--- config.mk ---
export PLATFORM = sky130hd
export DESIGN_NAME = pipeline_hazard_controller
export DESIGN_NICKNAME = d
export VERILOG_FILES = /design/src/rtl/pipeline_hazard_controller.sv
export SDC_FILE = /design/constraint.sdc
export NUM_CORES = 1
export LEC_CHECK = 0
export BUFFER_PORTS_ARGS = -buffer_cell sky130_fd_sc_hd__buf_2
export CAP_MARGIN = 10
export CORE_MARGIN = 5
export CORE_UTILIZATION = 40
export CTS_CLUSTER_SIZE = 8
export DETAILED_ROUTE_END_ITERATION = 16
export PLACE_DENSITY = 0.61
export SKIP_LAST_GASP = 1
export SLEW_MARGIN = 20
export SYNTH_ARGS = -nofsm -noshare
export SYNTH_HDL_FRONTEND = slang
export SYNTH_SLANG_ARGS = --single-unit
--- constraint.sdc ---
create_clock -name clk -period 3.2 [get_ports clk]
set_clock_uncertainty 0.15 [all_clocks]
set_input_delay 0 -clock clk [delete_from_list [all_inputs] [get_ports clk]]
set_output_delay 0 -clock clk [all_outputs]
set_load 0.005 [all_outputs]
--- src/rtl/pipeline_hazard_controller.sv ---
// -----------------------------------------------------------------------------
// pipeline_hazard_controller
//
// Purpose:
//   Hazard and stall controller for a classic 5-stage in-order pipeline.
//   It resolves memory-busy holds, taken-branch and jump flushes, and load-use
//   stalls in a fixed priority. It also keeps saturating performance counters
//   and raises a sticky error when the data memory stays busy too long.
//
// Parameters:
//   CNT_W   - width of the Stall_Cycles / Flush_Events counters
//   TIMEOUT - consecutive Mem_Busy cycles after which Mem_Timeout sets
//
// Ports:
//   clk              in   clock, all state updates on the rising edge
//   reset            in   synchronous active-high reset
//   ID_Rs, ID_Rt     in   [4:0] source registers of the instruction in ID
//   ID_Uses_Rt       in   ID instruction actually reads Rt
//   ID_Jump          in   jump decoded in ID
//   ID_EX_MemRead    in   instruction in EX is a load
//   ID_EX_Rt         in   [4:0] load destination register
//   EX_Branch_Taken  in   branch resolved taken in EX
//   Mem_Busy         in   data memory not ready
//   PC_Write         out  1 = PC updates
//   IF_ID_Write      out  1 = IF/ID captures
//   IF_ID_Flush      out  clear IF/ID
//   ID_EX_Bubble     out  insert NOP into ID/EX
//   EX_MEM_Hold      out  freeze EX/MEM and later stages
//   Mem_Timeout      out  sticky memory-timeout error
//   Stall_Cycles     out  [CNT_W-1:0] cycles with PC_Write=0 (saturating)
//   Flush_Events     out  [CNT_W-1:0] branch/jump flushes (saturating)
// -----------------------------------------------------------------------------
module pipeline_hazard_controller #(
  parameter int CNT_W   = 16,
  parameter int TIMEOUT = 255
) (
  input  logic             clk,
  input  logic             reset,
  input  logic [4:0]       ID_Rs,
  input  logic [4:0]       ID_Rt,
  input  logic             ID_Uses_Rt,
  input  logic             ID_Jump,
  input  logic             ID_EX_MemRead,
  input  logic [4:0]       ID_EX_Rt,
  input  logic             EX_Branch_Taken,
  input  logic             Mem_Busy,
  output logic             PC_Write,
  output logic             IF_ID_Write,
  output logic             IF_ID_Flush,
  output logic             ID_EX_Bubble,
  output logic             EX_MEM_Hold,
  output logic             Mem_Timeout,
  output logic [CNT_W-1:0] Stall_Cycles,
  output logic [CNT_W-1:0] Flush_Events
);

  // The busy counter only ever needs to reach TIMEOUT, where it parks.
  localparam int BUSY_W = (TIMEOUT < 1) ? 1 : $clog2(TIMEOUT + 1);
  localparam logic [BUSY_W:0] TIMEOUT_V = (BUSY_W + 1)'(TIMEOUT);

  typedef enum logic [1:0] {
    RUN        = 2'd0,
    LOAD_STALL = 2'd1,
    FLUSH      = 2'd2,
    MEM_WAIT   = 2'd3
  } state_t;

  state_t            state_q, state_d;
  logic [CNT_W-1:0]  stall_q, stall_d;
  logic [CNT_W-1:0]  flush_q, flush_d;
  logic [BUSY_W-1:0] busy_cnt_q, busy_cnt_d;
  logic              timeout_q, timeout_d;
  logic [BUSY_W:0]   busy_inc;
  logic              load_use;
  logic              flush_event;

  // Register 0 is hard-wired zero, so a load targeting it never creates a hazard.
  assign load_use = ID_EX_MemRead && (ID_EX_Rt != 5'd0) &&
                    ((ID_EX_Rt == ID_Rs) || (ID_Uses_Rt && (ID_EX_Rt == ID_Rt)));

  // Next-state and control outputs. Defaults describe a free-running pipeline,
  // which is also what the pipeline sees while reset is asserted.
  always_comb begin
    state_d      = RUN;
    PC_Write     = 1'b1;
    IF_ID_Write  = 1'b1;
    IF_ID_Flush  = 1'b0;
    ID_EX_Bubble = 1'b0;
    EX_MEM_Hold  = 1'b0;
    flush_event  = 1'b0;
    if (!reset) begin
      if (Mem_Busy) begin
        // Whole pipeline freezes; nothing is flushed or bubbled while frozen,
        // so a pending branch/jump/load-use is simply re-seen afterwards.
        PC_Write    = 1'b0;
        IF_ID_Write = 1'b0;
        EX_MEM_Hold = 1'b1;
        state_d     = MEM_WAIT;
      end else if (EX_Branch_Taken) begin
        IF_ID_Flush  = 1'b1;
        ID_EX_Bubble = 1'b1;
        flush_event  = 1'b1;
        state_d      = FLUSH;
      end else if (ID_Jump && (state_q != FLUSH)) begin
        // In FLUSH the ID stage holds a squashed instruction, so its decode is stale.
        IF_ID_Flush = 1'b1;
        flush_event = 1'b1;
        state_d     = FLUSH;
      end else if (load_use && ((state_q == RUN) || (state_q == MEM_WAIT))) begin
        // LOAD_STALL is excluded so each load-use costs exactly one bubble.
        PC_Write     = 1'b0;
        IF_ID_Write  = 1'b0;
        ID_EX_Bubble = 1'b1;
        state_d      = LOAD_STALL;
      end
    end
  end

  // Counters and timeout tracking.
  always_comb begin
    stall_d = stall_q;
    if (!PC_Write && (stall_q != {CNT_W{1'b1}})) begin
      stall_d = stall_q + CNT_W'(1);
    end

    flush_d = flush_q;
    if (flush_event && (flush_q != {CNT_W{1'b1}})) begin
      flush_d = flush_q + CNT_W'(1);
    end

    busy_inc   = {1'b0, busy_cnt_q} + (BUSY_W + 1)'(1);
    busy_cnt_d = '0;
    timeout_d  = timeout_q;
    if (Mem_Busy) begin
      if (busy_inc >= TIMEOUT_V) begin
        busy_cnt_d = TIMEOUT_V[BUSY_W-1:0];
        timeout_d  = 1'b1;
      end else begin
        busy_cnt_d = busy_inc[BUSY_W-1:0];
      end
    end
  end

  always_ff @(posedge clk) begin
    if (reset) begin
      state_q    <= RUN;
      stall_q    <= '0;
      flush_q    <= '0;
      busy_cnt_q <= '0;
      timeout_q  <= 1'b0;
    end else begin
      state_q    <= state_d;
      stall_q    <= stall_d;
      flush_q    <= flush_d;
      busy_cnt_q <= busy_cnt_d;
      timeout_q  <= timeout_d;
    end
  end

  assign Mem_Timeout  = timeout_q;
  assign Stall_Cycles = stall_q;
  assign Flush_Events = flush_q;

endmodule
After elaboration in Yosys (flattened, before gate mapping)
Index checks and enable logic that the tools add are counted.

word-level totals
  flip-flop bits (word level) = 43
  latch bits = 0
  RAM bits = 0
  memory bits (read-only) = 0
  output and inout port bits = 38
  word-level logic and storage cells = 51
  memories = 0

operators by class
  $add $sub $neg = 3
  multipliers = 0
  div/mod/pow operators = 0
  $lt $le $gt $ge = 1
  equal/unequal tests = 6
  shift-type cells = 0
  mux-type cells = 21
  bitwise operators = 1
  reduce and logical (&&, ||, !) cells = 14

operator list
  kind                                                                   count
  16-bit by 1-bit adder with 16-bit output, second input constant        2
  16-bit != test, second input constant                                  2
  1-bit two-way mux                                                      17
  5-bit == test                                                          2
  8-bit by 1-bit adder with 9-bit output, second input constant          1
  9-bit by 8-bit >= comparator with 1-bit output, second input constant  1
  8-bit two-way mux                                                      1
  1-bit logical AND                                                      7
  2-bit two-way mux                                                      3
  5-bit nonzero test                                                     1
  2-bit == test, second input constant                                   1
  2-bit zero test                                                        1
  1-bit logical OR                                                       2
  2-bit != test, second input constant                                   1
  2-bit AND reduction                                                    1
  2-bit OR reduction                                                     1
  1-bit zero test                                                        1
  1-bit NOT                                                              1

Logic depth before layout (Yosys ltp)
Gate-level depths: netlist of the first run.

  depth after elaboration = 12
  depth in mapped cells = 11

Least setup slack after synthesis of the first run
Ideal clock, no wire load.

  kind = register to register
  start = register state_q[0]
  end = register stall_q[8], in the netlist Stall_Cycles[8]
  arrival = 2.025 ns
  required time = 2.918 ns
  slack = 0.893 ns
  stages on the path, launching flop included = 12
  buffers on the path = 2
  path through = dfxtp_1 > inv_1 > ha_1 > nand2_1 > a211o_1 > or3_4 > o21ai_4 > inv_2 > buf_6 > buf_2 > o31ai_1 > a21oi_1

on the way
  longest elaborated chain between the ends = 10
  elaborated cells between the ends (all ways) = 13
  those cells by class = 2 x eq/ne; 5 x mux; 6 x reduce/logical

RTL lines
  element                                                  RTL line  RTL
  start: declaration                                       68        state_t state_q, state_d;
  start signal: assignment                                 152       state_q <= state_d;
  2-bit == test / 2-bit zero test (equally long branches)  109       end else if (load_use && ((state_q == RUN) || (state_q == MEM_WAIT))) begin
  1-bit logical OR                                         109
  1-bit logical AND                                        109
  1-bit two-way mux                                        n/a
  1-bit two-way mux * (4 in a row)                         n/a
  via IF_ID_Write                                          48        output logic IF_ID_Write,
  1-bit zero test *                                        122       if (!PC_Write && (stall_q != {CNT_W{1'b1}})) begin
  1-bit logical AND *                                      122
  end signal: assignment                                   153       stall_q <= stall_d;
  end: declaration                                         69        logic [CNT_W-1:0] stall_q, stall_d;

The timed path passes the listed nets; every way through them passes the cells marked *.
A chain may end at the register's enable or synchronous reset.

Final worst setup path of the first run
  start = register state_q[0]
  end = register stall_q[15], in the netlist Stall_Cycles[15]

on the way
  longest elaborated chain between the ends = 10
  elaborated cells between the ends (all ways) = 13
  those cells by class = 2 x eq/ne; 5 x mux; 6 x reduce/logical

RTL lines
  element                                                  RTL line  RTL
  2-bit == test / 2-bit zero test (equally long branches)  109
  1-bit logical OR                                         109
  1-bit logical AND                                        109
  1-bit two-way mux                                        109
  1-bit two-way mux *                                      104       end else if (ID_Jump && (state_q != FLUSH)) begin
  1-bit two-way mux *                                      99        end else if (EX_Branch_Taken) begin
  1-bit two-way mux *                                      92        if (Mem_Busy) begin
  1-bit two-way mux *                                      91        if (!reset) begin
  1-bit zero test *                                        122
  1-bit logical AND *                                      122

Every way passes the cells marked *; elsewhere a longest branch is shown, timed or not.

==> impl_metrics.json, run 1 <==
{
  "p_int_uw": 805,
  "area_delta_synth_final_pct": 21.6,
  "antenna_cells": 0,
  "combPwrFrac_pct": 8.2,
  "min_path_type": "in2reg",
  "rsz0062_at_grt": "false",
  "p_leak_nw": 1.10,
  "dpl.hpwl_mm": 4.14,
  "synth-edff-count": 0,
  "power_frac_clock_pct": 39.4,
  "core_area_um2": 5570,
  "fin_tns_setup_ns": 0,
  "path_class": "reg2reg",
  "placed_cell_area_um2": 2680,
  "cp_max_fo": 28,
  "rows": 27,
  "start_util_pct": 41.7,
  "powerDensity_nw_per_um2": 368,
  "gp_congestion": 0.755,
  "num-fill-cells": 562,
  "path_buf_inv": 2,
  "synth_top_area_share_pct": 37.1,
  "yosys-top-cells-area": "dfxtp_1, xor2_1, nor2_1, nand3_1, a21oi_1",
  "grt_pass1_vias": 1960,
  "layout_commonest_cell": "buf_2",
  "post-route-period-util_pct": 81.1,
  "cts.clk_slew.worst_paths_ns": 0.08,
  "drive_gt1_share_pct": 22.8,
  "mostFrequentLayoutCells": "buf_2, dfxtp_1, nor2_1, nand2_1, nand3_1",
  "wl_mm": 5.58,
  "numCtsBuffers": 5,
  "final_area_um2": 2820,
  "ys_types": 48,
  "maxSlewViolCount": 0,
  "cp.arrival_ns": 2.62,
  "max_slew_margin_pct": 55.1,
  "max-cap-violations": 0,
  "worst_pin_slew_ns": 0.668,
  "worstSkewPairLatency_ns": 0.29,
  "hold_viol_final": 0,
  "synthCells": 279,
  "pwr-share-seq_pct": 52.4,
  "grt_pass1_wl_mm": 9.22,
  "yosys_warnings": 0,
  "vias": 2212,
  "final.min_clock_period_ns": 2.60,
  "drtIter0Drc": 120,
  "dieArea_um2": 7430,
  "syn_avg_cell_area_um2": 8.32,
  "htree_levels": 2,
  "hold_ws_ns": 0.0188,
  "syn_area_um2": 2320,
  "yosysSeqAreaShare_pct": 37.1,
  "dr.pass1.iters": 4,
  "avgRoutedWirePerCell_um": 13.5,
  "final_nets": 369,
  "setup_slack_ns": 0.605,
  "overflow": 0,
  "slowest_stage": "or3_4",
  "grtUsageTotal_pct": 15.1,
  "crit_chain": "inv_1, ha_1, nand2_1, a211o_1, or3_4, o21ai_4, inv_2, nor4_1, mux2_1",
  "setup_viol": 0,
  "ir_drop_mv": 0.214,
  "cts_tree": "yes",
  "fmaxAchievable_mhz": 385,
  "crit_family": "simple AND/OR/NAND/NOR gates",
  "p_sw_share_pct": 22.6,
  "synth-async-reset-ratio_pct": 0,
  "critPathMaxStageDelay_ns": 0.36,
  "post_cts_resized": 0,
  "die_x_um": 86.2,
  "synth_flop_cell": "dfxtp_1",
  "synth_seq_cells": 43,
  "drt.antenna.violating_nets": 0,
  "end_kind": "flop",
  "status": "completed",
  "die_h_um": 86.2,
  "netSwitchingPower_uw": 235,
  "pin_count": 60,
  "p_total_mw": 1.04,
  "cts_root_buf": "clkbuf_8",
  "grt_antenna_before_repair": 0,
  "cts_buffer_depth": 2,
  "vias_per_cell": 5.34,
  "place_ws_ns": 0.606,
  "drc": 0,
  "synth_top_area_cell": "dfxtp_1",
  "grt_max_degree": 29,
  "synth.net_count": 306,
  "crit_required_ns": 3.22,
  "clock_sinks": 43,
  "startpoint_type": "flop",
  "port_buffers": 59
}
==> registers in the layout, indices dropped and copies added (netlist names) <==
name and count:
Stall_Cycles 16, state_q 2, busy_cnt_q 8, Flush_Events 16, Mem_Timeout 1
==> metrics by stage <==
stage / util (%) / cells
floorplan: - / 279
global placement: 48.1 / 403
global route: 50.6 / 414
CTS: 50.6 / 414
detailed placement: 48.1 / 403
finish: 50.6 / 414
==> kinds of logic after synthesis <==
family          share of synthesized area (%)
mux                                      1.78
xor+xnor                                 8.30
simple gates                             27.4
buf+inv                                  4.79
fa+ha+maj                                2.69
compound gates                           18.0
flops                                    37.1
==> Yosys cell counts, drive strengths merged (6+ instances only) <==
cell type / instances
or4: 6
inv: 15
nand4: 7
o31ai: 6
o21ai: 18
dfxtp: 43
nand2: 16
nand3: 16
nor4: 7
xnor2: 8
nor3: 13
nor2: 29
xor2: 14
or3: 7
a21oi: 15
==> cell type report <==
cell class / count / area (um^2) / area share, %
clock buffers: 6 / 72.6 / 2.57
clock inverters: 1 / 30.0 / 1.06
inverters: 15 / 56.3 / 1.99
multi-input cells: 211 / 1360 / 48.0
flip-flops and latches: 43 / 861 / 30.5
well taps: 72 / 90.1 / 3.19
repair buffers: 66 / 358 / 12.7
==> worst reg2reg max path: cells and delay by family, from the launching register on <==
kind            cells  cell delay (ns)
compound gates      2             0.39
fa+ha+maj           1             0.26
buf+inv             2             0.25
flops               1             0.31
mux                 1             0.35
simple gates        3             0.77
==> per-layer routing <==
layer	GRT usage, %	vias to the layer above	share of wire, %
li1	-	1147	-
met1	21.7	1003	51
met2	21.9	56	41
met3	4.28	6	7.0
met4	4.11	0	0.91
met5	0	-	0
==> worst paths after layout <==
check / startpoint / end / slack (ns) / depth (start not counted)
setup / recovery: state_q[0] / Stall_Cycles[15] / 0.60 / 9
setup reg to reg: state_q[0] / Stall_Cycles[15] / 0.60 / 9
hold / removal: ID_Uses_Rt / state_q[0] / 0.02 / 3
hold reg to reg: Mem_Timeout / Mem_Timeout / 0.31 / 2
==> what timing repair did <==
| item | in CTS | in global routing |
|---|---|---|
| endpoints found under the hold margin | 14 | 0 |
| hold buffers | 4 | 0 |
| buffers inserted | 0 | 0 |
==> power groups by stage <==
stage	registers, mW	clock network (mW)	logic (mW)
after CTS	0.545	0.423	0.0856
final	0.545	0.410	0.0848
after global routing	0.546	0.447	0.0957
after global placement	0.557	0	0.0790
after detailed placement	0.558	0	0.0810
after floorplan	0.557	0	0.0472
No activity file was read; power rests on OpenSTA's default activity.
==> run 2: changes to the inputs <==
ABC_AREA = 1   (was not set)
PLACE_DENSITY = 0.6   (was 0.61)
clock period = 2.69 ns   (was 3.2 ns; I/O delays follow)
==> run 2 against run 1 <==
Worst hold slack gained 0.27 ns. Final area grew 7.3%. Synthesized cell count grew 37%. Critical path type unchanged. Clock-buffer cell count is the same.
==> impl_metrics.json, run 2 <==
{
  "num-fill-cells": 661,
  "die_x_um": 89.3,
  "critPathMaxStageDelay_ns": 0.54,
  "regArea_um2": 861,
  "final_area_um2": 3030,
  "drc": 0,
  "synth-edff-count": 0,
  "synth_top_area_cell": "dfxtp_1",
  "cts_buffer_depth": 2,
  "synthCells": 381,
  "placed_cell_area_um2": 2850,
  "numCtsBuffers": 5,
  "yosys_warnings": 0,
  "crit_top_cell": "nand2_1",
  "synth_top_area_share_pct": 34.2,
  "drt.antenna.violating_nets": 0,
  "p_leak_nw": 1.42,
  "status": "completed",
  "cp.arrival_ns": 2.49,
  "core_area_um2": 6240,
  "grt_max_degree": 26,
  "fmaxAchievable_mhz": 408,
  "vias": 2505,
  "crit_chain": "inv_1, ha_1, inv_1, nand2_1, nand2_1, dlygate4sd3_1, nand2_1, nor2_2, nand2_2, nor2_1, nand2_1, o21ai_0, a21oi_1",
  "cp_max_fo": 9,
  "clock_sinks": 43,
  "overflow": 0,
  "dr.pass1.iters": 4,
  "ir_drop_mv": 0.250,
  "path_class": "reg2reg",
  "max-cap-violations": 0,
  "start_util_pct": 40.3,
  "cts.clk_slew.worst_paths_ns": 0.08,
  "area_delta_synth_final_pct": 20.3,
  "slowest_stage": "dlygate4sd3_1",
  "htree_levels": 2,
  "end_kind": "flop",
  "crit_path_start": "state_q[0]",
  "crit_required_ns": 2.73,
  "grt_antenna_before_repair": 0,
  "cts_root_buf": "clkbuf_8",
  "mostFrequentLayoutCells": "nand2_1, buf_2, inv_1, dfxtp_1",
  "syn_area_um2": 2520,
  "syn_avg_cell_area_um2": 6.61,
  "maxSlewViolCount": 0,
  "gp_congestion": 0.873,
  "rsz0062_at_grt": "false",
  "setup_viol": 0,
  "ff2ff_path_depth": 13,
  "powerDensity_nw_per_um2": 446,
  "dpl.hpwl_mm": 4.56,
  "path_depth": 13,
  "hold_viol_final": 0,
  "min_path_type": "in2reg",
  "yosysMostFrequentCell": "nand2_1",
  "worstSetupEndpoint": "Flush_Events[11]",
  "antenna_cells": 0,
  "startpoint_type": "flop",
  "pin_count": 60,
  "final_nets": 469,
  "yosysSeqAreaShare_pct": 34.2,
  "fin_tns_setup_ns": 0,
  "synth-async-reset-ratio_pct": 0,
  "vias_per_cell": 4.82,
  "drtIter0Drc": 109,
  "wl_mm": 6.04,
  "grt_pass1_vias": 2388,
  "post-route-period-util_pct": 91.1,
  "grtUsageTotal_pct": 16.1,
  "layout_commonest_cell": "nand2_1",
  "rows": 29,
  "synth_seq_cells": 43,
  "crit-reg2reg-capture": "Flush_Events[11]",
  "die_h_um": 89.3,
  "port_buffers": 59,
  "path_buf_inv": 3,
  "dieArea_um2": 7980,
  "final.min_clock_period_ns": 2.45,
  "synth.net_count": 408,
  "netlist_top_cells_count": "nand2_1, inv_1, dfxtp_1",
  "fin_util_pct": 48.5,
  "drive_gt1_share_pct": 19.0,
  "yosys-top-cells-area": "dfxtp_1, nand2_1, nand3_1, inv_1, a21oi_1",
  "ys_types": 31,
  "max_slew_margin_pct": 67.6,
  "timing.rr.start": "state_q[0]",
  "worst_pin_slew_ns": 0.486,
  "multi_input_area_um2": 1420,
  "cts_tree": "yes",
  "synth_flop_cell": "dfxtp_1",
  "crit_family": "simple AND/OR/NAND/NOR gates",
  "avgRoutedWirePerCell_um": 11.6,
  "hold_ws_ns": 0.290,
  "worstSkewPairLatency_ns": 0.29,
  "rrSetupSlack_ns": 0.24,
  "grt_pass1_wl_mm": 10.3
}
==> run 2: cell count changes after synthesis, moves of 6 or more <==
cell,before,now
nand3_1,16,36
or3_1,6,0
inv_1,14,45
o21ai_1,9,1
or4_1,6,0
a21oi_1,15,29
nand2_1,16,106
o31ai_1,6,0
nor2_1,29,36
==> run 2: timing repair <==
item,4_1_cts,5_1_grt
hold buffers,4,0
resized for setup,0,1
endpoints found under the hold margin,6,0
buffers inserted,0,0
setup endpoints to repair,0,1
==> run 2: final cells by class <==
type | instances | area share (%)
sequential | 43 | 28.4
inverter | 48 | 5.95
clock inverter | 2 | 1.98
tap | 77 | 3.18
clock buffer | 6 | 2.40
multi-input combinational | 281 | 47.0
timing repair buffer | 63 | 11.1
==> run 2: cells by family (layout without fill, tap and decap cells) <==
kind of cell | count (synthesis) | count (layout) | share of synthesized area, %
fa+ha+maj | 5 | 5 | 2.49
buf+inv | 57 | 119 | 9.49
flops | 43 | 43 | 34.2
simple gates | 210 | 210 | 37.1
xor+xnor | 21 | 21 | 7.31
compound gates | 45 | 45 | 9.44
==> run 2: worst min-delay path, stage by stage <==
cell      delay, ns
buf_2          0.08
nand2_1        0.06
nand3b_1       0.08
inv_1          0.04
nand3_1        0.08
nand2_2        0.23
==> run 2: power by group <==
part	switching (mW)	total (mW)	internal [mW]
combinational	0.0638	0.106	0.0426
clock	0.222	0.593	0.371
sequential	0.00648	0.649	0.643
total	0.293	1.35	1.06
==> run 2: worst min-delay path by stage <==
stage / startpoint / endpoint / slack (ns) / cells after the start
after floorplan: Mem_Busy / IF_ID_Flush / -0.12 / 1
after global placement: Mem_Busy / IF_ID_Flush / 0.17 / 3
after detailed placement: Mem_Busy / IF_ID_Flush / 0.17 / 3
after CTS: ID_Jump / state_q[0] / 0.29 / 6
after global routing: Mem_Timeout / Mem_Timeout / 0.32 / 2
final: ID_Jump / state_q[0] / 0.29 / 6
==> run 2: through the flow <==
stage / worst slack [ns] / std cells / total power, mW
after global placement: 0.747 / 508 / 0.765
after CTS: 0.200 / 520 / 1.37
after global routing: 0.00639 / 520 / 1.41
final: 0.240 / 520 / 1.35
after floorplan: 0.869 / 381 / 0.730
after detailed placement: 0.686 / 508 / 0.767
==> run 2: layer usage <==
| layer | up-vias | share of wire, % | track usage [%] |
|---|---|---|---|
| li1 | 1337 | - | - |
| met1 | 1110 | 46 | 19.7 |
| met2 | 49 | 47 | 27.6 |
| met3 | 9 | 5.3 | 3.59 |
| met4 | 0 | 1.3 | 5.55 |
| met5 | - | 0 | 0 |
